`src/rtl/udp_rx_pkg.sv`:
```
// Shared definitions for the UDP receive packet scheduler: FSM state encoding,
// default geometry and the drop-counter saturation value.
package udp_rx_pkg;

  localparam int unsigned ADDR_W_DEF   = 11;
  localparam int unsigned IDLE_TO_DEF  = 64;
  localparam logic [15:0] DROP_CNT_MAX = 16'hFFFF;

  typedef enum logic [1:0] {
    S_IDLE,
    S_WR,
    S_DROP,
    S_COMMIT
  } state_e;

endpackage

```
`src/rtl/udp_bank_tracker.sv`:
```
// Two-bank ping-pong occupancy tracker: full flags, committed lengths and the
// write/read bank pointers. Banks fill and drain strictly alternately.
module udp_bank_tracker (
  input  logic        i_clk,
  input  logic        i_rstn,
  input  logic        i_commit,
  input  logic [15:0] i_commit_len,
  input  logic        i_done,
  output logic        o_wr_bank,
  output logic        o_wr_full,
  output logic        o_rd_bank,
  output logic        o_pkt_valid,
  output logic [15:0] o_pkt_len
);

  logic [1:0]  r_full;
  logic [15:0] r_len [2];
  logic        r_wr_bank;
  logic        r_rd_bank;
  logic        w_release;

  // pkt_done only counts while a packet is actually presented
  assign w_release = i_done & r_full[r_rd_bank];

  // Commit fills the write bank, release frees the read bank; they never target the same bank
  always_ff @(posedge i_clk) begin
    if (!i_rstn) begin
      r_full    <= 2'b00;
      r_len[0]  <= 16'd0;
      r_len[1]  <= 16'd0;
      r_wr_bank <= 1'b0;
      r_rd_bank <= 1'b0;
    end else begin
      if (w_release) begin
        r_full[r_rd_bank] <= 1'b0;
        r_rd_bank         <= ~r_rd_bank;
      end
      if (i_commit) begin
        r_full[r_wr_bank] <= 1'b1;
        r_len[r_wr_bank]  <= i_commit_len;
        r_wr_bank         <= ~r_wr_bank;
      end
    end
  end

  assign o_wr_bank   = r_wr_bank;
  assign o_wr_full   = r_full[r_wr_bank];
  assign o_rd_bank   = r_rd_bank;
  assign o_pkt_valid = r_full[r_rd_bank];
  assign o_pkt_len   = r_len[r_rd_bank];

endmodule

```
`src/rtl/udp_rx_pkt_sched.sv`:
```
// UDP receive packet scheduler: frames the payload byte stream into a two-bank
// ping-pong packet RAM and hands committed banks to one reader in arrival order.
// Optional feature macro UDP_RX_SCHED_TRUNC_EN: an idle-timeout abort with bytes
// already written commits a truncated packet and pulses pkt_trunc instead of dropping.
module udp_rx_pkt_sched
  import udp_rx_pkg::*;
#(
  parameter int unsigned ADDR_W  = ADDR_W_DEF,
  parameter int unsigned IDLE_TO = IDLE_TO_DEF
) (
  input  logic              clk,
  input  logic              rstn,
  input  logic [7:0]        rx_data,
  input  logic              rx_valid,
  input  logic [15:0]       rx_length,
  output logic              buf_wr_en,
  output logic [ADDR_W:0]   buf_wr_addr,
  output logic [7:0]        buf_wr_data,
  output logic              pkt_valid,
  output logic              pkt_bank,
  output logic [15:0]       pkt_len,
  input  logic              pkt_done,
  output logic [15:0]       drop_cnt
`ifdef UDP_RX_SCHED_TRUNC_EN
  ,
  output logic              pkt_trunc
`endif
);

  localparam int unsigned IDLE_W  = $clog2(IDLE_TO + 1);
  localparam logic [16:0] MAX_LEN = 17'(2 ** ADDR_W);

  state_e              r_state, w_state_nxt;
  logic [15:0]         r_cnt, w_cnt_nxt;
  logic [15:0]         r_len, w_len_nxt;
  logic [IDLE_W-1:0]   r_idle, w_idle_nxt;
  logic                r_wr_en, w_wr_en_nxt;
  logic [ADDR_W:0]     r_wr_addr, w_wr_addr_nxt;
  logic [7:0]          r_wr_data, w_wr_data_nxt;
  logic [15:0]         r_drop;
  logic                w_drop_inc;
  logic                w_commit;
  logic                w_wr_bank;
  logic                w_wr_full;
  logic                w_rd_bank;
  logic [15:0]         w_cnt_inc;
  logic                w_idle_to;
  logic                w_len_bad;
`ifdef UDP_RX_SCHED_TRUNC_EN
  logic                w_trunc_set;
  logic                r_trunc_pend;
  logic [1:0]          r_trunc_bank;
  logic                r_shown;
`endif

  assign w_cnt_inc = r_cnt + 16'd1;
  assign w_idle_to = (r_idle == IDLE_W'(IDLE_TO - 1));
  assign w_len_bad = (rx_length == 16'd0) || ({1'b0, rx_length} > MAX_LEN);

  udp_bank_tracker u_bank_tracker (
    .i_clk        (clk),
    .i_rstn       (rstn),
    .i_commit     (w_commit),
    .i_commit_len (r_len),
    .i_done       (pkt_done),
    .o_wr_bank    (w_wr_bank),
    .o_wr_full    (w_wr_full),
    .o_rd_bank    (w_rd_bank),
    .o_pkt_valid  (pkt_valid),
    .o_pkt_len    (pkt_len)
  );

  // FSM next-state, counter updates and write-port stage inputs
  always_comb begin
    w_state_nxt   = r_state;
    w_cnt_nxt     = r_cnt;
    w_len_nxt     = r_len;
    w_idle_nxt    = r_idle;
    w_wr_en_nxt   = 1'b0;
    w_wr_addr_nxt = r_wr_addr;
    w_wr_data_nxt = r_wr_data;
    w_drop_inc    = 1'b0;
    w_commit      = 1'b0;
`ifdef UDP_RX_SCHED_TRUNC_EN
    w_trunc_set   = 1'b0;
`endif
    unique case (r_state)
      S_IDLE: begin
        if (rx_valid) begin
          w_len_nxt  = rx_length;
          w_cnt_nxt  = 16'd1;
          w_idle_nxt = '0;
          if (w_len_bad || w_wr_full) begin
            w_drop_inc  = 1'b1;
            w_state_nxt = S_DROP;
          end else begin
            w_wr_en_nxt   = 1'b1;
            w_wr_addr_nxt = {w_wr_bank, {ADDR_W{1'b0}}};
            w_wr_data_nxt = rx_data;
            w_state_nxt   = (rx_length == 16'd1) ? S_COMMIT : S_WR;
          end
        end
      end
      S_WR: begin
        if (rx_valid) begin
          w_wr_en_nxt   = 1'b1;
          w_wr_addr_nxt = {w_wr_bank, r_cnt[ADDR_W-1:0]};
          w_wr_data_nxt = rx_data;
          w_cnt_nxt     = w_cnt_inc;
          w_idle_nxt    = '0;
          if (w_cnt_inc == r_len) w_state_nxt = S_COMMIT;
        end else if (w_idle_to) begin
`ifdef UDP_RX_SCHED_TRUNC_EN
          // At least the first byte was written when S_IDLE was left
          w_len_nxt   = r_cnt;
          w_trunc_set = 1'b1;
          w_state_nxt = S_COMMIT;
`else
          w_drop_inc  = 1'b1;
          w_state_nxt = S_IDLE;
`endif
        end else begin
          w_idle_nxt = r_idle + IDLE_W'(1);
        end
      end
      S_DROP: begin
        // A zero-length frame has no byte count to finish on; only the timeout ends it
        if ((r_len != 16'd0) && (r_cnt >= r_len)) begin
          w_state_nxt = S_IDLE;
        end else if (rx_valid) begin
          w_cnt_nxt  = w_cnt_inc;
          w_idle_nxt = '0;
        end else if (w_idle_to) begin
          w_state_nxt = S_IDLE;
        end else begin
          w_idle_nxt = r_idle + IDLE_W'(1);
        end
      end
      S_COMMIT: begin
        w_commit    = 1'b1;
        w_state_nxt = S_IDLE;
      end
      default: w_state_nxt = S_IDLE;
    endcase
  end

  // FSM state register
  always_ff @(posedge clk) begin
    if (!rstn) r_state <= S_IDLE;
    else       r_state <= w_state_nxt;
  end

  // Byte/idle counters, latched length, registered write port and saturating drop counter
  always_ff @(posedge clk) begin
    if (!rstn) begin
      r_cnt     <= 16'd0;
      r_len     <= 16'd0;
      r_idle    <= '0;
      r_wr_en   <= 1'b0;
      r_wr_addr <= '0;
      r_wr_data <= 8'd0;
      r_drop    <= 16'd0;
    end else begin
      r_cnt     <= w_cnt_nxt;
      r_len     <= w_len_nxt;
      r_idle    <= w_idle_nxt;
      r_wr_en   <= w_wr_en_nxt;
      r_wr_addr <= w_wr_addr_nxt;
      r_wr_data <= w_wr_data_nxt;
      if (w_drop_inc && (r_drop != DROP_CNT_MAX)) r_drop <= r_drop + 16'd1;
    end
  end

`ifdef UDP_RX_SCHED_TRUNC_EN
  // Per-bank truncation flag plus a "already presented" bit so pkt_trunc fires once
  always_ff @(posedge clk) begin
    if (!rstn) begin
      r_trunc_pend <= 1'b0;
      r_trunc_bank <= 2'b00;
      r_shown      <= 1'b0;
    end else begin
      if (w_trunc_set)   r_trunc_pend <= 1'b1;
      else if (w_commit) r_trunc_pend <= 1'b0;
      if (w_commit) r_trunc_bank[w_wr_bank] <= r_trunc_pend;
      if (pkt_valid && pkt_done) r_shown <= 1'b0;
      else if (pkt_valid)        r_shown <= 1'b1;
    end
  end

  assign pkt_trunc = pkt_valid & r_trunc_bank[w_rd_bank] & ~r_shown;
`endif

  // rx_valid during the one-cycle commit would be lost; upstream guarantees a gap
  always_ff @(posedge clk) begin
    if (rstn && (r_state == S_COMMIT)) assert (!rx_valid);
  end

  assign buf_wr_en   = r_wr_en;
  assign buf_wr_addr = r_wr_addr;
  assign buf_wr_data = r_wr_data;
  assign pkt_bank    = w_rd_bank;
  assign drop_cnt    = r_drop;

endmodule

```
`config.mk`:
```
export PLATFORM = sky130hd
export DESIGN_NAME = udp_rx_pkt_sched
export DESIGN_NICKNAME = d
export VERILOG_FILES = /design/src/rtl/udp_rx_pkg.sv /design/src/rtl/udp_bank_tracker.sv /design/src/rtl/udp_rx_pkt_sched.sv
export SDC_FILE = /design/constraint.sdc
export NUM_CORES = 1
export LEC_CHECK = 0
export CORE_UTILIZATION = 30
export CTS_BUF_LIST = sky130_fd_sc_hd__clkbuf_8
export DETAILED_ROUTE_END_ITERATION = 10
export GPL_ROUTABILITY_DRIVEN = 0
export PLACE_DENSITY = 0.55
export SLEW_MARGIN = 20
export SYNTH_ARGS = -nofsm -noshare
export SYNTH_HDL_FRONTEND = slang
export SYNTH_SLANG_ARGS = --single-unit
```
`constraint.sdc`:
```
create_clock -name clk -period 2.5 [get_ports clk]
set_input_delay 0.5 -clock clk [delete_from_list [all_inputs] [get_ports clk]]
set_output_delay 0.5 -clock clk [all_outputs]
set_load 0.02 [all_outputs]
```
# Yosys cells after proc, flatten, opt, wreduce, memory -nomap -nowiden
# Memory sizes are Yosys's and may differ from the RTL's. A register that Yosys moved wholly into a read port is not among the register bits.
# Cells that the tools add are included.
# op_classes
addsub	3
magnitude_cmp	6
n_eq_ne	13
n_mux	56
bitwise_logic	6
n_reduce_logical	16
# ops
operator	count
$mux 16	4
$pmux 16 s3	1
$mux 12	3
$add 16x1->16 const B	2
$mux 7	4
$mux 8	3
$pmux 12 s2	1
$mux 1	22
$mux 2	11
$pmux 7 s3	1
$eq 16x1->1 const B	1
$eq 16x16->1	1
$ge 16x16->1	1
$gt 16x12->1 const B	1
$logic_not 16->1	1
$ne 16x16->1 const B	1
$pmux 8 s2	1
$reduce_bool 16->1	1
$reduce_or 16->1	1
$ne 2x2->1 const B	4
$pmux 2 s4	1
$add 7x1->7 const B	1
$eq 7x6->1 const B	1
$ne 3x3->1 const B	2
other kinds (19)	30
# word_totals
regBits	82
ramBits	32
input_bits	28
elab_cells	112
mem_count	1
# mem_list
memory	words	word_bits	rd	rd_ports_with_merged_regs	wr	line_no	text
u_bank_tracker.r_len	2	16	1	1	2	udp_bank_tracker.sv:17	logic [15:0] r_len [2];

# Longest topological paths before layout
# depth
depth_word	10
depth_mapped	10

# Hierarchy
# A second synthesis with hierarchy kept.
# hier_totals
hier_cells	687
area_unflattened_um2	6242.2
# modules_own_cells
module	n_inst	cells_per_inst	area_per_inst_um2	seq_area_each_um2
udp_rx_pkt_sched	1	561	4495.6	1561.5
udp_bank_tracker	1	126	1746.7	1061.0

# Least setup slack after synthesis
# Ideal clock, no wire load.
# synth_path
kind	reg2reg
start	register r_cnt[0]
end	register r_idle[5]
setup_ps	71
t_arrival_ps	2568
required_time_ps	2429
setup_slack_ps	-139
stages_incl_launch_ff	11
period_less_slack_ps	2639
path_cell_list	dfxtp_1 > inv_1 > ha_1 > nand2b_1 > a2111oi_0 > o31a_1 > o21ai_1 > a21o_1 > clkbuf_1 > or4_1 > a21oi_1
# synth_between
elab_chain_len	4
# synth_rtl
item	line_no	text
from (decl)	udp_rx_pkt_sched.sv:34	logic [15:0] r_cnt, w_cnt_nxt;
from (signal assigned)	udp_rx_pkt_sched.sv:164	r_cnt <= w_cnt_nxt;
$ge 16x16->1	udp_rx_pkt_sched.sv:128	if ((r_len != 16'd0) && (r_cnt >= r_len)) begin
$logic_and 1x1->1	udp_rx_pkt_sched.sv:128	
$ne 2x2->1 (no line)	n/a	
$reduce_and 3->1 (no line)	n/a	
to (signal assigned)	udp_rx_pkt_sched.sv:166	r_idle <= w_idle_nxt;
to (decl)	udp_rx_pkt_sched.sv:36	logic [IDLE_W-1:0] r_idle, w_idle_nxt;
# No other way between the ends.
# A chain may end at the register's enable or synchronous reset.

# Worst setup path in the final report
# layout_path
start	input port rx_length[10]
end	register r_drop[11], in the netlist drop_cnt[11]
# layout_between
elab_chain_len	7
elab_cells_between_ends	8
cone_classes	order compare: 1; mux: 3; reduce/logical: 4
# layout_rtl
item	line_no	text
from (decl)	udp_rx_pkt_sched.sv:15	input logic [15:0] rx_length,
$gt 16x12->1 or $logic_not 16->1 (tied branches)	udp_rx_pkt_sched.sv:58	assign w_len_bad = (rx_length == 16'd0) || ({1'b0, rx_length} > MAX_LEN);
$logic_or 1x1->1 (*)	udp_rx_pkt_sched.sv:58	
$logic_or 1x1->1 (*)	udp_rx_pkt_sched.sv:93	if (w_len_bad || w_wr_full) begin
$mux 1 (*)	udp_rx_pkt_sched.sv:93	
$mux 1 (*)	udp_rx_pkt_sched.sv:89	if (rx_valid) begin
$pmux 1 s2 (*)	udp_rx_pkt_sched.sv:87	unique case (r_state)
$logic_and 1x1->1 (*)	udp_rx_pkt_sched.sv:170	if (w_drop_inc && (r_drop != DROP_CNT_MAX)) r_drop <= r_drop + 16'd1;
to (signal assigned)	udp_rx_pkt_sched.sv:170	
to (decl)	udp_rx_pkt_sched.sv:40	logic [15:0] r_drop;
# Every way passes the cells marked *; elsewhere a longest branch is shown, timed or not.

==> flow_summary_export.csv <==
group,metric,value,unit
setup_path,path_depth,10,
setup_path,required,2.84,ns
routing,routedWlPerCell,16.2,um
logic_synthesis,synth-seq-cells,115,
logic_synthesis,synth.area.top_cells,"dfxtp_1, edfxtp_1, ha_1",
floorplanning,placementRows,51,
clock_tree,clock_latency,0.46,ns
logic_synthesis,syn_area,6080,sq um
timing,slew_violations,0,
finish,design_area,8820,sq um
floorplanning,die-area,20900,sq um
setup_path,max_stage_delay,0.44,ns
pwr,p_leak,3.58,nW
logic_synthesis,synth_nets,721,
logic_synthesis,syn_area_per_cell,9.10,sq um
routing,initialDrtViolationCount,379,
grt,grt_pass1_wl,28400,um
job,cap_violations,0,
setup_path,crit_fanout,10,
setup_path,path_cells,"clkdlybuf4s50_1, nor4_2, nand4b_1, xor2_2, a21oi_2, o32ai_4, buf_12, clkbuf_16, o31ai_1, a21oi_2",
clock_tree,cts_tree,"yes",
finish,diodes,0,
logic_synthesis,syn_inst,669,
logic_synthesis,synth_edf_count,32,
logic_synthesis,ys_async_sr_fraction,0,
placement,dp.final_hpwl,13100,um
hold_path,worstHoldStart,"rx_length[3]",
setup_path,crit_buf_inv,3,
logic_synthesis,synth_flop_cell,"dfxtp_1",
timing,hold_slack,0.362,ns
floorplanning,die_h,144,um
floorplanning,num_io_pins,83,
grt,grt.total_usage,0.180,
routing,ant_nets,0,
outcome,violations,"setup timing",
timing,setup_slack,-0.0287,ns
timing,setup_viol,1,
clock_tree,cts.clk_slew.worst_paths,0.08,ns
setup_path,slowest_stage,"clkdlybuf4s50_1",
timing,tns,-0.0287,ns
setup_path,crit_type,"in -> reg",
hold_path,hp-class,"in -> reg",
timing,relSlewSlack,0.652,
finish,nets,904,
timing,fin_crit,2.53,ns
logic_synthesis,ys_seq_area_frac,0.431,
timing,finalHoldViolCount,0,
routing,dr.pass1.iters,5,
setup_path,crit_start,"rx_length[10]",
logic_synthesis,yosys.area_share.simple,0.234,
setup_path,cp-end-kind,"register",
logic_synthesis,ys_types,64,
clock_tree,cts_buffer_depth,2,
grt,overflow,0,
floorplanning,die_width,144,um
clock_tree,cts.sinks,115,
setup_path,cp_common_cell,"a21oi_2",
clock_tree,cts-hold-fix-buffers,0,
placement,pre_cts_slack,-0.593,ns
clock_tree,htreeDepth,4,
logic_synthesis,synth-compound-area-share,0.137,
routing,drc_errors,0,
timing,skew,0.0149,ns
timing,finalCritPeriodShare,1.01,
finish,drive_above_1_share,0.282,
clock_tree,cts-root-buf,"clkbuf_8",
routing,wl,18300,um
routing,vias,5589,
logic_synthesis,synth_mux_area_frac,0.0677,
grt,grt_max_degree,29,
floorplanning,start_util,0.310,
hold_path,whs_path_depth,3,
timing,worst_pin_slew,0.520,ns
grt,antenna_found_initial,0,
outcome,status,"complete, but fails checks",
routing,vias_per_cell,4.95,
logic_synthesis,synth_fa_ha_area_frac,0.0494,
timing,rsz0062_at_grt,"yes",
logic_synthesis,synth_top_family_by_area,"simple AND/OR/NAND/NOR gates",
pwr,peakVddDrop,318,uV
grt,grt_pass1_vias,5426,
floorplanning,core-area,19700,sq um
setup_path,arrival,2.87,ns
placement,dp.cells,1090,
setup_path,reg2reg_from,"r_cnt[0]$_SDFFE_PN0P_",
logic_synthesis,synthXorXnorAreaFrac,0.0345,
finish,instances_no_fill,1130,
placement,postPlaceCellArea,7950,sq um
logic_synthesis,synth_top_cell_by_area,"dfxtp_1",
setup_path,critical_path.top_delay_family,"compound AO/OA/AOI/OAI gates",
setup_path,cp-start-kind,"primary input",
timing,fmaxAchievable,0.395,GHz
logic_synthesis,yosys_warnings,0,
finish,syn2layout_area_growth,45.0,%
placement,portBuffers,82,
setup_path,reg2regPathDepth,9,
pwr,p_per_area,586,nW/um^2
logic_synthesis,synth.top_cell.area_share,0.273,
clock_tree,cts_buffers,17,
## power by group
part           total, mW  internal (mW)  switching (mW)
registers           2.05           1.99          0.0648
clock network       1.76          0.892           0.866
logic               1.36          0.640           0.719
total               5.17           3.52            1.65
## registers in the layout (all words and copies together) (netlist names), named ones only
register                  count
u_bank_tracker.r_len         32
drop_cnt                     16
r_cnt                        16
r_len                        16
buf_wr_addr                  12
buf_wr_data                   8
r_idle                        7
r_state                       2
u_bank_tracker.r_full         2
buf_wr_en                     1
u_bank_tracker.o_rd_bank      1
u_bank_tracker.o_wr_bank      1
## final timing paths
path / end / slack, ns
worst max-delay path: drop_cnt[11]$_SDFFE_PN0P_ / -0.03
worst min register to register: r_idle[6]$_SDFFE_PN0P_ / 0.43
worst max register to register: r_idle[5]$_SDFFE_PN0P_ / 0.05
worst min-delay path: r_len[3]$_SDFFE_PN0P_ / 0.36
## per-layer routing
layer / vias to the layer above / GRT usage / wire (um)
li1: 2782 / - / -
met1: 2669 / 0.231 / 8360
met2: 125 / 0.293 / 8790
met3: 13 / 0.0533 / 962
met4: 0 / 0.0449 / 182
met5: - / 0 / 0
## cell type report
| class | count | area [sq um] |
|---|---|---|
| fill | 1924 | 10800 |
| multi-input combinational | 485 | 3530 |
| sequential | 115 | 2640 |
| timing repair buffer | 203 | 1820 |
| tap | 265 | 332 |
| clock buffer | 17 | 234 |
| clock inverter | 15 | 156 |
| inverter | 30 | 113 |
## tightest hold or removal path, cell delays in order
cell and delay [ns]:
dlymetal6s2s_1 0.15, nand2_1 0.07, a21oi_1 0.05
## logic make-up (layout without fill, tap and decap cells)
group	after synthesis	count (layout)
AOI/OAI and AO/OA	128	128
xor gates and xnor gates	24	24
adders and majority gates	24	24
buffers and inverters	69	265
DFF	115	115
muxes	39	39
and+or+nand+nor	270	270
## synth_stat cells (all sizes together) (4+ instances only)
cell     number
mux2i        22
mux2         17
nor2         48
nor3         23
or3          10
a21o          4
and2         29
a21oi        47
xnor2        15
o21ai        21
or4          13
o211ai        8
nand3        29
buf          16
o2111ai       4
dfxtp        83
edfxtp       32
nand4        12
o31ai        13
inv          30
nand2b        7
nand2        67
ha           24
xor2          9
and4          4
clkbuf       23
and3         11
nor4          9
nor2b         4
## cell usage in the layout (no fill, tap or decap), drive strengths merged, types with 4 or more instances in the layout
cell type	instances
buf	119
clkdlybuf4s50	75
and4	4
nand4	12
o211ai	8
clkinv	4
nand3	29
ha	24
edfxtp	32
nor3	23
a21o	4
a21oi	47
mux2i	22
mux2	17
nor4	9
or4	13
dfxtp	83
o21ai	21
or3	10
nor2	48
xor2	9
dlymetal6s2s	7
nor2b	4
o2111ai	4
nand2b	7
and2	29
o31ai	13
inv	36
and3	11
nand2	67
xnor2	15
clkbuf	19
## what timing repair did
item	4_1_cts	5_1_grt
resized for setup	15	62
pin swaps	5	34
buffers inserted	1	4
hold endpoints to repair	0	0
endpoints found under the setup margin	22	46
cloned	0	3
## metrics by stage
| stage | power (mW) | util |
|---|---|---|
| after floorplan | 2.72 | - |
| after global placement | 3.23 | 0.405 |
| after detailed placement | 3.23 | 0.405 |
| after CTS | 5.03 | 0.428 |
| after global routing | 5.42 | 0.449 |
| final | 5.17 | 0.449 |
No activity file was read; power rests on OpenSTA's default activity.
